## src/rtl/stage5_sequencer.sv

```systemverilog
// rtl/stage5_sequencer.sv - execute-stage control FSM sequencing one or two ALU passes per operation
module stage5_sequencer (
    input  logic       CLK,
    input  logic       reset,
    input  logic       start,
    input  logic [2:0] opcode,
    input  logic [1:0] cond,
    input  logic [1:0] SRout,
    input  logic       flush,
    output logic [1:0] ALUsrcA,
    output logic [1:0] ALUsrcB,
    output logic [1:0] ALUop,
    output logic       ALU_in,
    output logic       SRw,
    output logic [1:0] isDecode,
    output logic       busy,
    output logic       done,
    output logic       taken,
    output logic       illegal
);
    localparam logic [1:0] ALUOP_ADD = 2'b00;
    localparam logic [1:0] ALUOP_SUB = 2'b01;
    localparam logic [1:0] ALUOP_AND = 2'b10;
    localparam logic [1:0] ALUOP_OR  = 2'b11;

    localparam logic [2:0] OP_ADD   = 3'b000;
    localparam logic [2:0] OP_SUB   = 3'b001;
    localparam logic [2:0] OP_ADDI  = 3'b010;
    localparam logic [2:0] OP_AND   = 3'b011;
    localparam logic [2:0] OP_CMP   = 3'b100;
    localparam logic [2:0] OP_INCPC = 3'b101;
    localparam logic [2:0] OP_BR    = 3'b110;
    localparam logic [2:0] OP_ILL   = 3'b111;

    typedef enum logic [2:0] {
        S_IDLE  = 3'd0,
        S_EXEC  = 3'd1,
        S_WB    = 3'd2,
        S_EXEC2 = 3'd3,
        S_WB2   = 3'd4,
        S_DONE  = 3'd5
    } state_t;

    state_t     state;
    logic [2:0] op_q;
    logic [1:0] cond_q;
    logic       taken_q;
    logic       cond_met;
    logic       wb_alu_in;
    logic       wb_srw;

    // SRout holds the compare result by the time EXEC2 is reached
    always_comb begin
        cond_met = 1'b0;
        case (cond_q)
            2'b00: cond_met = 1'b1;
            2'b01: cond_met = SRout[0];
            2'b10: cond_met = SRout[1];
            2'b11: cond_met = ~SRout[0];
            default: cond_met = 1'b0;
        endcase
    end

    always_ff @(posedge CLK or negedge reset) begin
        if (!reset) begin
            state   <= S_IDLE;
            op_q    <= 3'b000;
            cond_q  <= 2'b00;
            taken_q <= 1'b0;
        end else if (flush && state != S_IDLE) begin
            state   <= S_IDLE;
            taken_q <= 1'b0;
        end else begin
            case (state)
                S_IDLE: begin
                    taken_q <= 1'b0;
                    if (start && !flush) begin
                        op_q   <= opcode;
                        cond_q <= cond;
                        state  <= S_EXEC;
                    end
                end
                S_EXEC:  state <= (op_q == OP_ILL) ? S_DONE : S_WB;
                S_WB:    state <= (op_q == OP_BR) ? S_EXEC2 : S_DONE;
                S_EXEC2: begin
                    taken_q <= cond_met;
                    state   <= S_WB2;
                end
                S_WB2:   state <= S_DONE;
                S_DONE: begin
                    taken_q <= 1'b0;
                    state   <= S_IDLE;
                end
                default: state <= S_IDLE;
            endcase
        end
    end

    always_comb begin
        ALUsrcA   = 2'd0;
        ALUsrcB   = 2'd0;
        ALUop     = ALUOP_ADD;
        isDecode  = 2'd0;
        wb_alu_in = 1'b0;
        wb_srw    = 1'b0;
        case (state)
            S_EXEC, S_WB: begin
                case (op_q)
                    OP_ADD:   begin ALUsrcB = 2'd1; ALUop = ALUOP_ADD; end
                    OP_SUB:   begin ALUsrcB = 2'd1; ALUop = ALUOP_SUB; end
                    OP_ADDI:  begin ALUsrcA = 2'd1; ALUsrcB = 2'd1; ALUop = ALUOP_ADD; end
                    OP_AND:   begin ALUsrcB = 2'd1; ALUop = ALUOP_AND; end
                    OP_CMP,
                    OP_BR:    begin ALUsrcB = 2'd1; ALUop = ALUOP_SUB; end
                    OP_INCPC: begin ALUsrcA = 2'd3; ALUsrcB = 2'd2; ALUop = ALUOP_ADD; end
                    default:  ALUop = ALUOP_ADD;
                endcase
                if (state == S_WB) begin
                    wb_alu_in = (op_q != OP_CMP) && (op_q != OP_BR) && (op_q != OP_ILL);
                    wb_srw    = (op_q != OP_INCPC) && (op_q != OP_ILL);
                end
            end
            S_EXEC2, S_WB2: begin
                // Taken branches load the IR address; otherwise compute PC+2
                if ((state == S_EXEC2) ? cond_met : taken_q) begin
                    isDecode = 2'd1;
                end else begin
                    ALUsrcA = 2'd3;
                    ALUsrcB = 2'd2;
                    ALUop   = ALUOP_ADD;
                end
                wb_alu_in = (state == S_WB2);
            end
            default: ;
        endcase
    end

    assign ALU_in  = wb_alu_in & ~flush;
    assign SRw     = wb_srw & ~flush;
    assign busy    = (state != S_IDLE);
    assign done    = (state == S_DONE);
    assign illegal = (state == S_DONE) && (op_q == OP_ILL);
    assign taken   = taken_q;
endmodule

```

## config.mk

```make
export PLATFORM = sky130hd
export DESIGN_NAME = stage5_sequencer
export DESIGN_NICKNAME = d
export VERILOG_FILES = /design/src/rtl/stage5_sequencer.sv
export SDC_FILE = /design/constraint.sdc
export NUM_CORES = 1
export LEC_CHECK = 0
export CORE_MARGIN = 3
export CORE_UTILIZATION = 45
export DETAILED_ROUTE_END_ITERATION = 6
export PLACE_DENSITY = 0.82
export SYNTH_ARGS = -nofsm -noshare
export SYNTH_HDL_FRONTEND = slang
export SYNTH_SLANG_ARGS = --single-unit
```

## constraint.sdc

```tcl
create_clock -name CLK -period 2.9 [get_ports CLK]
set_input_delay 0.435 -clock CLK [delete_from_list [all_inputs] [get_ports CLK]]
set_output_delay 0.435 -clock CLK [all_outputs]
set_load 0.005 [all_outputs]
```

==> results of run 1 <==
-- metal layers --
metal / wire, um / global-route usage [%] / vias up
met3: 89 / 5.809 / 2
met4: 9 / 7.229 / 0
met2: 652 / 24.13 / 21
met5: 0 / 0 / -
met1: 576 / 21.65 / 302
li1: - / - / 316
-- worst max path at each step --
stage	to	slack [ns]	cells after the start
floorplan	ALUsrcB[1]	1.15	5
global placement	ALUsrcB[1]	0.45	6
detailed placement	ALUsrcB[1]	0.42	6
CTS	ALUsrcB[1]	0.36	4
global route	ALUsrcA[0]	0.20	4
finish	ALUsrcB[1]	0.36	4
-- worst max-delay path, cell delays in order, from the launching register on --
cell and delay [ns]:
dfrtp_1 0.63, nand3_1 0.19, or3_1 0.39, o221ai_1 0.10, clkdlybuf4s50_1 0.54
-- Yosys cell counts --
| cell type | number | area share [%] |
|---|---|---|
| inv_1 | 3 | 1.7 |
| nor2b_1 | 2 | 1.9 |
| buf_2 | 2 | 1.5 |
| nor4_1 | 1 | 0.97 |
| buf_4 | 3 | 3.5 |
| nand2_1 | 3 | 1.7 |
| nand2b_1 | 2 | 1.9 |
| a2111oi_0 | 1 | 1.4 |
| nand2_2 | 1 | 0.97 |
| mux2_2 | 6 | 10 |
| or2b_1 | 1 | 1.2 |
| nor2_1 | 4 | 2.3 |
| or4_1 | 1 | 1.2 |
| a41o_1 | 1 | 1.5 |
| nor4_2 | 1 | 1.9 |
| clkbuf_1 | 1 | 0.58 |
| o31ai_1 | 1 | 1.2 |
| nand3b_1 | 2 | 2.3 |
| o221ai_1 | 2 | 2.7 |
| xor2_1 | 1 | 1.4 |
| a21oi_1 | 6 | 4.6 |
| o211ai_1 | 1 | 1.2 |
| dfrtp_1 | 9 | 35 |
| or4b_1 | 1 | 1.5 |
| o21a_1 | 1 | 1.2 |
| o21ai_0 | 2 | 1.5 |
| a211oi_1 | 1 | 1.2 |
| xnor2_1 | 1 | 1.4 |
| or3_1 | 3 | 2.9 |
| nand3_1 | 3 | 2.3 |
| conb_1 | 1 | 0.58 |
| nor3_1 | 4 | 3.1 |
| a311o_1 | 1 | 1.5 |
-- sequential cells by signal (all words and copies together) (netlist names) --
register	flops
op_q	3
state	3
cond_q	2
taken	1
-- area by class of cell --
cell class | count | share of cell area, %
multi-input combinational | 55 | 42.31
timing repair buffer | 23 | 25.95
sequential | 9 | 25.39
clock buffer | 4 | 2.962
tap | 15 | 2.116
inverter | 3 | 1.269
-- power by group through the flow --
stage | Combinational [mW] | Sequential (mW) | Clock (mW)
2_1_floorplan | 0.186 | 0.188 | 0
3_3_place_gp | 0.229 | 0.230 | 0
3_5_place_dp | 0.235 | 0.231 | 0
4_1_cts | 0.235 | 0.229 | 0.0961
5_1_grt | 0.260 | 0.243 | 0.105
6_report | 0.231 | 0.230 | 0.0917
-- logic make-up (layout without fill, tap and decap cells) --
group	after synthesis	after routing
buf+inv	9	30
compound gates	17	17
mux	6	6
other cells	1	1
flops	9	9
simple gates	29	29
xor+xnor	2	2
-- metrics by stage --
step / hold slack, ns / power, mW / cells
2_1_floorplan: 0.1394 / 0.3741 / 73
3_3_place_gp: 0.5109 / 0.4594 / 105
3_5_place_dp: 0.5336 / 0.4659 / 105
4_1_cts: 0.4723 / 0.5606 / 109
5_1_grt: 0.4773 / 0.6080 / 109
6_report: 0.4616 / 0.5530 / 109
==> reports/qor.txt, run 1 <==
Run status - completed
Seq pwr share - 41.6%
RSZ-0062 raised after global routing - false
DR vias/cell - 5.881
Die span in y - 43.95 um
Max Clk Rate - 393.6 MHz
Synthesis Warnings - 0
Layout cells sized above 1 - 11.70%
Max-slew violation count - 0
Clk_skew - 0.004471 ns
Period minus WS final - 2.541 ns
Total of max-cap violations - 0
Post-DP Area - 860.8 um^2
Most common cell after layout, fill and taps aside - clkdlybuf4s50_1
Vias in the first global route - 529
Cell variety after synth - 33
Root Buffer Master - clkbuf_4
Rows - 13
Max H-tree Level - 1
R2R cell count - 3
Peak VDD IR - 0.4141 mV
Register bit total from synthesis - 9
CP Capture Type - output pin
Setup Crit Path Kind - flop to output pin
First-pass GRT wire length - 2352 um
Period utilization - 87.62%
Dpl ws - 0.4248 ns
Adder-cell share of the synthesized area - 0%
Main combinational cell family by area after synthesis - simple AND/OR/NAND/NOR gates
Gp weighted congestion - 0.7527
Total die area - 1932 um^2
Total GRT Usage - 16.44%
Mapped Area - 648.1 um^2
Design area - 887.1 um^2
IO buf count - 23
Min-delay worst type - input pin to async pin
Chip Width - 43.95 um
CORE AREA - 1334 um^2
Power per cell area - 623.4 nW/um^2
Utilization after layout - 66.51%
Postcts setup bufs - 0
Switching share of power - 35.35%
Final Hold Fails - 0
Synth Net Count - 84
Arrival time worst endpoint - 2.11 ns
Resized Gates After CTS - 0
Clock tree from TritonCTS - built
Clk buf depth - 2
Worst reg-to-reg setup slack - 1.45 ns
Fillcell total - 112
CP Max Fanout - 16
Multi-input logic area - 375.4 um^2
Gate Count Post-Synth - 73
Pre-antenna DRT Iters - 4
Most frequent cells in the layout - clkdlybuf4s50_1 (23), dfrtp_1 (9), a21oi_1 (6), mux2_2 (6)
Syn avg cell area - 8.878 um^2
Skew-Pair Late Insertion Delay - 0.25 ns
Simple-gate share of the synthesized area - 26.25%
Initial antenna violation count - 0
Clock sink count - 9
Multiplexer share of the synthesized area - 10.42%
Detail Route Antenna Nets - 0
Total area of sequential cells - 225.2 um^2
Switch Pwr - 0.1955 mW
Largest net degree at the start of global routing - 17
DR iter-0 viols - 6
DR DRC count - 0
Antenna diodes - 0
Leakage power - 0.3383 nW
I/O pin count - 25
Synth Area in XOR/XNOR - 2.703%
Clk pin slew, worst setup/hold paths - 0.06 ns
Worst setup path start - state[1]
Reg2reg start - state[1]
Routed via count - 641
Grt total ovfl - 0
Initial Util - 48.59%
PnR worst setup slack - 0.3592 ns
Routed wire per std cell - 12.17 um
Sequential area share after synthesis - 34.75%
Setup tns final - 0 ns
HPWL after detailed placement - 1066 um
Crit Reg-Reg Endpoint - state[0]
Syn-to-layout area delta - 36.87%
Internal - 0.3575 mW
CP required - 2.47 ns
Clk network pwr share - 16.6%
Post-CTS Hold Fix Bufs - 0
Synth Area in Compound Gates - 17.95%
Post-Route WL - 1327 um
CTS Buf Count - 3
Nets - 106
Final setup violation count - 0
Startpoint class of the critical path - flop
Combinational power share - 41.8%
Note: power is estimated with default switching activity, not from simulation.
==> run 2, diff against run 1 <==
TNS_END_PERCENT = 10   (was default)
==> results of run 2 <==
The final DEF is identical to that of run 1; final timing and power are the same.
==> patch (config.mk and constraints of run 1) <==
Re-encode `state_t` (6 states) as one-hot, 6 bits wide.
--- a/src/rtl/stage5_sequencer.sv
+++ b/src/rtl/stage5_sequencer.sv
@@ -32,13 +32,13 @@
     localparam logic [2:0] OP_BR    = 3'b110;
     localparam logic [2:0] OP_ILL   = 3'b111;
 
-    typedef enum logic [2:0] {
-        S_IDLE  = 3'd0,
-        S_EXEC  = 3'd1,
-        S_WB    = 3'd2,
-        S_EXEC2 = 3'd3,
-        S_WB2   = 3'd4,
-        S_DONE  = 3'd5
+    typedef enum logic [5:0] {
+        S_IDLE  = 6'b000001,
+        S_EXEC  = 6'b000010,
+        S_WB    = 6'b000100,
+        S_EXEC2 = 6'b001000,
+        S_WB2   = 6'b010000,
+        S_DONE  = 6'b100000
     } state_t;
 
     state_t     state;
Behaviour: same outputs for any inputs over 10 cycles, from zero or initial values and one cycle with reset low; not proved beyond that.
==> patch against run 1 <==
- clock skew grew 0.0024 ns
- cell area grew 19%
- first-iteration DRC count grew to 2.8 times the old value
- worst setup slack lost 0.16 ns
- critical endpoint is now ALU_in
- sequential cell count grew 3
- routed wire length grew 33%
- area after synthesis grew 25%
- worst hold slack gained 0.050 ns
Power is not compared: it rests on default switching activity, and its combinational part moved more than twofold at a synthesized area within 25%.
==> patch: results (changes against run 1) <==
Status -> completed (unchanged)
Pre-CTS setup slack -> 0.266 ns (was 0.425 ns)
Mux cell area share after synthesis -> 6.97% (was 10.4%)
Post-Route WL -> 1.77 mm (was 1.33 mm)
Inst Count DP -> 131 (was 105)
HPWL after DPL -> 1.36 mm (was 1.07 mm)
Post-Layout Cell Count -> 135 (was 109)
Number of distinct library cells after synthesis -> 41 (was 33)
Hold slack -> 0.511 ns (was 0.462 ns)
Synth Area in Compound Gates -> 18.0% (about the same)
R2R setup slack -> 1.09 ns (was 1.45 ns)
Crit-path max cell delay -> 0.56 ns (was 0.63 ns)
Post-Synthesis Cells -> 89 (was 73)
Fillers -> 134 (was 112)
Placed cell areas -> 1030 sq um (was 861 sq um)
Worst R2R Path Depth -> 4 (was 3)
Worst Skew -> 0.00685 ns (was 0.00447 ns)
Worst skew pair latency -> 0.28 ns (was 0.25 ns)
DRT iter0 DRCs -> 17 (was 6)
Max Fanout on Critical Path -> 9 (was 16)
GRT Util Overall -> 16.8% (was 16.4%)
Global-route wire length before repair -> 3.10 mm (was 2.35 mm)
Layout cells sized above 1 -> 11.7% (about the same)
Post-synth top cells -> dfrtp_1 (11), nor2_1 (10), nand2_1 (7) (was dfrtp_1 (9), a21oi_1 (6), mux2_2 (6))
Area contributors post-synth -> dfrtp_1 (34%), mux2_1 (7.0%), nor2_1 (4.6%) (was dfrtp_1 (35%), mux2_2 (10%), a21oi_1 (4.6%))
Post-Synth XOR/XNOR Area -> 4.18% (was 2.70%)
Largest net degree at the start of global routing -> 13 (was 17)
Vias/cell -> 5.53 (was 5.88)
Post-layout net count -> 123 (was 106)
GPL Wtd Cong -> 0.897 (was 0.753)
Critical path arrival -> 2.27 ns (was 2.11 ns)
Crit-path slowest cell -> dfrtp_1 (unchanged)
-- patch: cell count changes in the layout (fill, tap and decap cells not counted), sizes merged, moves of 2 or more --
cell,delta
a21oi,-2
a31o,+2
a31oi,+2
and3,+2
dfrtp,+2
nand2,+3
nand3b,-2
nor2,+7
o221ai,-2
or2,+2
or3,-3
-- patch: layer usage --
metal	track usage (%)	share of wire, %
met4	8.53	1.6
met2	27.1	45
met1	21.5	46
met3	3.37	7.2
met5	0	0
-- patch: power by group through the flow --
| stage | Sequential, uW | Clock [uW] | Combinational, uW |
|---|---|---|---|
| after global routing | 215 | 121 | 110 |
| after global placement | 214 | 0 | 94.7 |
| final | 211 | 110 | 96.4 |
| after detailed placement | 214 | 0 | 97.0 |
| after CTS | 211 | 111 | 96.9 |
| after floorplan | 206 | 0 | 66.0 |
-- patch: how the worst max path moves through the flow --
| stage | from | endpoint | slack, ns |
|---|---|---|---|
| after global routing | state[3] | ALU_in | 0.06 |
| after floorplan | state[4] | ALUsrcB[1] | 1.04 |
| final | state[3] | ALU_in | 0.20 |
| after detailed placement | SRout[0] | ALUsrcA[1] | 0.27 |
| after CTS | state[3] | ALU_in | 0.19 |
| after global placement | SRout[0] | ALUsrcB[1] | 0.28 |
-- patch: kinds of logic (layout without fill, tap and decap cells) --
family	count (synthesis)	in the layout
xor gates and xnor gates	3	3
other	1	1
muxes	5	5
buffers and inverters	9	31
DFF	12	12
and+or+nand+nor	40	40
AOI/OAI and AO/OA	19	19
-- patch: final cells by class --
type | count | area (sq um) | area share [%]
clock buffers | 4 | 26.3 | 2.48
multi-input cells | 68 | 453 | 42.7
well taps | 24 | 30.0 | 2.83
flip-flops and latches | 12 | 302 | 28.5
inverters | 3 | 11.3 | 1.06
repair buffers | 24 | 238 | 22.4
